[config.mk]
export PLATFORM = sky130hd
export DESIGN_NAME = ret_stack_ctrl
export DESIGN_NICKNAME = d
export VERILOG_FILES = /design/src/rtl/ret_stack_ctrl.sv
export SDC_FILE = /design/constraint.sdc
export NUM_CORES = 1
export LEC_CHECK = 0
export CAP_MARGIN = 20
export CORE_MARGIN = 4
export CORE_UTILIZATION = 40
export DETAILED_ROUTE_END_ITERATION = 7
export GPL_TIMING_DRIVEN = 0
export HOLD_SLACK_MARGIN = 0.08
export PLACE_DENSITY = 0.6
export SETUP_SLACK_MARGIN = 0.2
export SLEW_MARGIN = 20
export SYNTH_ARGS = -nofsm -noshare
export SYNTH_HDL_FRONTEND = slang
export SYNTH_SLANG_ARGS = --single-unit
export TNS_END_PERCENT = 20
[constraint.sdc]
create_clock -name clk -period 12.33 [get_ports clk]
set_clock_uncertainty 0.2 [all_clocks]
set_input_delay 3.0825 -clock clk [delete_from_list [all_inputs] [get_ports clk]]
set_output_delay 3.0825 -clock clk [all_outputs]
set_load 0.1 [all_outputs]
[src/rtl/ret_stack_ctrl.sv]
// ret_stack_ctrl: circular return-address stack with registered return-target prediction
// Ports: clk/rst (async active-low) | stall, push_en/push_addr (call), pop_en (return)
//        flush/flush_sp/flush_cnt/flush_top (mispredict repair)
//        pred_valid/pred_addr (registered prediction), snap_sp/snap_cnt (checkpoint)
//        empty/full (combinational), underflow (one-cycle pulse)
// Build option: RSTACK_REPAIR_EN also restores the top entry from flush_top on flush.
module ret_stack_ctrl #(
    parameter int DEPTH = 16,
    parameter int IP_WIDTH = 48,
    localparam int PTR_W = $clog2(DEPTH)
) (
    input  logic                clk,
    input  logic                rst,
    input  logic                stall,
    input  logic                push_en,
    input  logic [IP_WIDTH-1:0] push_addr,
    input  logic                pop_en,
    input  logic                flush,
    input  logic [PTR_W-1:0]    flush_sp,
    input  logic [PTR_W:0]      flush_cnt,
    input  logic [IP_WIDTH-1:0] flush_top,
    output logic                pred_valid,
    output logic [IP_WIDTH-1:0] pred_addr,
    output logic [PTR_W-1:0]    snap_sp,
    output logic [PTR_W:0]      snap_cnt,
    output logic                empty,
    output logic                full,
    output logic                underflow
);
    localparam logic [PTR_W:0]   CNT_MAX = (PTR_W+1)'(DEPTH);
    localparam logic [PTR_W-1:0] SP_RST  = PTR_W'(DEPTH-1);
    logic [IP_WIDTH-1:0] r_mem [DEPTH];
    logic [PTR_W-1:0]    r_sp;
    logic [PTR_W:0]      r_cnt;
    logic                r_pred_valid;
    logic [IP_WIDTH-1:0] r_pred_addr;
    logic                r_underflow;
    logic                w_push;
    logic                w_pop;
    logic                w_we;
    logic [PTR_W-1:0]    w_waddr;
    logic [IP_WIDTH-1:0] w_wdata;
    logic [PTR_W-1:0]    w_sp_nx;
    logic [PTR_W:0]      w_cnt_nx;
    logic                w_pv_nx;
    logic                w_uf_nx;
    logic [IP_WIDTH-1:0] w_pred_nx;
    assign w_push     = !stall && push_en;
    assign w_pop      = !stall && pop_en;
    assign empty      = r_cnt == '0;
    assign full       = r_cnt == CNT_MAX;
    assign snap_sp    = r_sp;
    assign snap_cnt   = r_cnt;
    assign pred_valid = r_pred_valid;
    assign pred_addr  = r_pred_addr;
    assign underflow  = r_underflow;
`ifndef RSTACK_REPAIR_EN
    logic w_unused;
    assign w_unused = ^flush_top;
`endif
    always_comb begin
        w_we      = 1'b0;
        w_waddr   = r_sp + 1'b1;
        w_wdata   = push_addr;
        w_sp_nx   = r_sp;
        w_cnt_nx  = r_cnt;
        w_pv_nx   = 1'b0;
        w_uf_nx   = 1'b0;
        w_pred_nx = r_pred_addr;
        if (flush) begin
            w_sp_nx  = flush_sp;
            w_cnt_nx = flush_cnt > CNT_MAX ? CNT_MAX : flush_cnt;
`ifdef RSTACK_REPAIR_EN
            w_we     = flush_cnt != '0;
            w_waddr  = flush_sp;
            w_wdata  = flush_top;
`endif
        end else if (w_push && w_pop && !empty) begin
            // swap the top: predict the old value, then overwrite it in place
            w_pred_nx = r_mem[r_sp];
            w_pv_nx   = 1'b1;
            w_we      = 1'b1;
            w_waddr   = r_sp;
        end else if (w_push) begin
            // a full stack wraps and silently drops its oldest entry
            w_we     = 1'b1;
            w_sp_nx  = r_sp + 1'b1;
            w_cnt_nx = full ? r_cnt : r_cnt + 1'b1;
            w_uf_nx  = w_pop;
        end else if (w_pop) begin
            w_pred_nx = empty ? r_pred_addr : r_mem[r_sp];
            w_pv_nx   = !empty;
            w_uf_nx   = empty;
            w_sp_nx   = empty ? r_sp : r_sp - 1'b1;
            w_cnt_nx  = empty ? r_cnt : r_cnt - 1'b1;
        end
    end
    always_ff @(posedge clk) begin
        if (w_we) r_mem[w_waddr] <= w_wdata;
    end
    always_ff @(posedge clk or negedge rst) begin
        if (!rst) begin
            r_sp         <= SP_RST;
            r_cnt        <= '0;
            r_pred_valid <= 1'b0;
            r_pred_addr  <= '0;
            r_underflow  <= 1'b0;
        end else begin
            r_sp         <= w_sp_nx;
            r_cnt        <= w_cnt_nx;
            r_pred_valid <= w_pv_nx;
            r_pred_addr  <= w_pred_nx;
            r_underflow  <= w_uf_nx;
        end
    end
endmodule

==> key figures <==
Run status
  • Status: finished clean

CTS
  • CTS Buffer Depth: 3
  • Skew-Pair Late Insertion Delay: 0.63 ns
  • Clock sinks: 827
  • # resized after CTS: 0
  • Hold-fix buffers, CTS: 0
  • Root Driver: clkbuf_16
  • CTS tree: built
  • H-Tree Level Count: 3
  • CTS Buf Count: 85
  • CTS clk-pin slew, worst paths: 0.06 ns
  • Setup repair bufs after CTS: 0

Placed design
  • Post-DP HPWL: 50060 um
  • Dpl ws: 5.197 ns
  • Placer Congestion: 0.7839
  • Port Buffer Count: 122
  • Placed inst area: 35720 sq um

Global route
  • Overflow after GRT: 0
  • Initial antenna violation count: 4
  • Pin count of the biggest net entering global routing: 34
  • First-pass GRT wire length: 110000 um
  • Vias in the first global route: 16290
  • Total track usage: 0.1750

Floorplanning
  • Initial Util: 0.4043
  • Chip Height: 290.6 um
  • Cell Rows: 103
  • Die W: 290.6 um
  • Die area: 84430 sq um
  • # IOs: 172
  • Core area: 79000 sq um

Synth
  • Syn Nets: 1551
  • Synth Cell Area: 31940 sq um
  • Yosys Warn Count: 0
  • Synth Flop Type: edfxtp_1
  • Flops & latches, synth: 827
  • Ys async rst share: 0.07134
  • Register area share after synthesis: 0.7685
  • Mapped Cells: 1434
  • Number of synthesized flops with an enable pin: 768
  • Post-synthesis cell type count: 60
  • Syn Area/Cell: 22.27 sq um

STA
  • Post-route clock period utilization: 0.5359
  • Relative slew slack: 0.2732
  • Max frequency: 0.1513 GHz
  • Final min period: 6.608 ns
  • Slew Limit Fails: 0
  • Final worst slack: 5.722 ns
  • Least-Margin Pin Slew: 1.090 ns
  • Final setup vio count: 0
  • Setup repair after global routing missed its margin: no
  • Final-report hold violation count: 0

Worst hold path
  • HP Class: reg2reg

Detailed routing
  • DR vias: 15490
  • Vias per cell: 5.440
  • Final WL: 74340 um
  • Post-route DRC: 0
  • First-pass DRT Iterations: 6
  • DR WL/cell: 26.11 um
  • Antenna-violating nets left: 0
  • DR iter-0 viols: 1643

Finish
  • Commonest non-fill, non-tap cells in the layout: edfxtp_1 (768), mux4_2 (192), clkdlybuf4s50_1 (121), mux2i_1 (99), clkbuf_16 (87)
  • Share of cells above drive strength 1: 0.2676
  • Area Growth Syn to Fin: 20.29%
  • Final Net Count: 1843
  • Final Instance Area: 38420 sq um
  • Commonest non-fill, non-tap cell in the layout: edfxtp_1

Pwr
  • P_leak: 12.62 nW
  • VDD IR-drop max: 0.1411 mV
  • PwrDens: 184.0 nW/um^2
  • Final Power: 7.069 mW

Flow run
  • MaxCap Viol Count: 0

Setup path
  • Arrival @ worst endpoint: 6.72 ns
  • Worst setup SP type: input pin
  • WP data required: 12.44 ns
  • Crit end category: flip-flop
  • Critical path type: in2reg
  • Flop2flop setup slack: 7.16 ns
  • Crit-path max FO: 12
==> Yosys cell counts, types with 2 or more instances <==
library cell / count / area (sq um)
buf_8: 2 / 30.03
dfstp_2: 4 / 105.1
inv_2: 2 / 7.510
a31oi_1: 8 / 50.05
a2111oi_0: 4 / 35.03
nand2_1: 55 / 206.5
nor3b_1: 3 / 22.52
clkbuf_1: 30 / 112.6
dfrtp_1: 55 / 1376
and3_1: 2 / 12.51
nor2b_1: 4 / 25.02
o22ai_1: 2 / 12.51
a211oi_1: 18 / 135.1
o221ai_1: 28 / 245.2
nor2_1: 14 / 52.55
mux2i_1: 99 / 991.0
buf_6: 4 / 45.04
o221ai_2: 20 / 300.3
o2111ai_1: 3 / 26.28
nand2_2: 2 / 12.51
or3_1: 2 / 12.51
a21o_1: 2 / 15.01
ha_1: 5 / 62.56
buf_1: 11 / 41.29
nand3_1: 5 / 25.02
buf_2: 28 / 140.1
inv_1: 10 / 37.54
mux4_2: 192 / 4324
buf_4: 3 / 22.52
nand2b_1: 5 / 31.28
xor2_1: 3 / 26.28
mux2_2: 2 / 22.52
or4_1: 3 / 22.52
a21oi_1: 6 / 30.03
o211ai_1: 6 / 45.04
edfxtp_1: 768 / 23060
==> state kept, by name (all words and copies together), names as in the netlist <==
signal	flops
snap_cnt	5
pred_valid	1
r_mem	768
underflow	1
snap_sp	4
pred_addr	48
==> report_power, final <==
| part | internal [mW] | switching [mW] | total, mW |
|---|---|---|---|
| Combinational | 0.429 | 0.932 | 1.36 |
| Clock | 1.44 | 1.03 | 2.47 |
| Sequential | 3.16 | 0.0738 | 3.24 |
==> path summary, 6_finish.rpt <==
kind / startpoint / end / cells after the start
max in group asynchronous: rst / snap_sp[3] / 2
setup reg to reg: snap_sp[3] / r_mem[5][4] / 7
hold / removal: pred_addr[12] / pred_addr[12] / 2
setup / recovery: stall / r_mem[5][4] / 7
hold reg to reg: pred_addr[12] / pred_addr[12] / 2
min in group asynchronous: rst / pred_addr[30] / 1
==> kinds of logic after synthesis <==
| kind of cell | after synthesis | share of synthesized area |
|---|---|---|
| flip-flops | 827 | 0.7685 |
| multiplexers | 293 | 0.1671 |
| AO/OA/AOI/OAI | 111 | 0.03174 |
| AND/OR/NAND/NOR | 103 | 0.01524 |
| buffers and inverters | 90 | 0.01367 |
| adder cells (fa/ha/maj) | 6 | 0.002586 |
| XOR/XNOR | 4 | 0.001097 |
==> layer usage <==
| layer | track usage | wire, um | part of all wire | up-vias |
|---|---|---|---|---|
| li1 | - | - | - | 6670 |
| met1 | 0.2382 | 31150 | 0.42 | 8247 |
| met2 | 0.2947 | 37670 | 0.51 | 470 |
| met3 | 0.03141 | 4169 | 0.056 | 99 |
| met4 | 0.04476 | 1337 | 0.018 | 2 |
| met5 | 0 | 13 | 0.00017 | - |
==> through the flow <==
stage / util / TNS (ns) / hold slack [ns] / instances
3_3_place_gp: 0.4363 / -699.78 / 0.2796 / 2606
3_5_place_dp: 0.4522 / 0 / 0.2743 / 2689
6_report: 0.4863 / 0 / 0.2918 / 2847
2_1_floorplan: - / 0 / 0.5193 / 1434
5_1_grt: 0.4863 / 0 / 0.3077 / 2846
4_1_cts: 0.4862 / 0 / 0.2961 / 2844
==> critical path, stage by stage <==
cell	delay [ns]
clkdlybuf4s50_1	0.42
clkbuf_1	0.24
nor3b_1	0.56
nand4_1	0.90
a211oi_4	0.99
buf_6	0.28
buf_6	0.22
==> cell type report <==
cell class	instances	area, sq um
Fill cell	6296	40580
Antenna cell	3	7.507
Inverter	12	45.04
Multi-Input combinational cell	517	7159
Timing Repair Buffer	205	2267
Clock buffer	117	2360
Sequential cell	827	24540
Tap cell	1050	1314
Clock inverter	38	327.8
Buffer	78	392.9
Note: power is estimated with default switching activity, not from simulation.
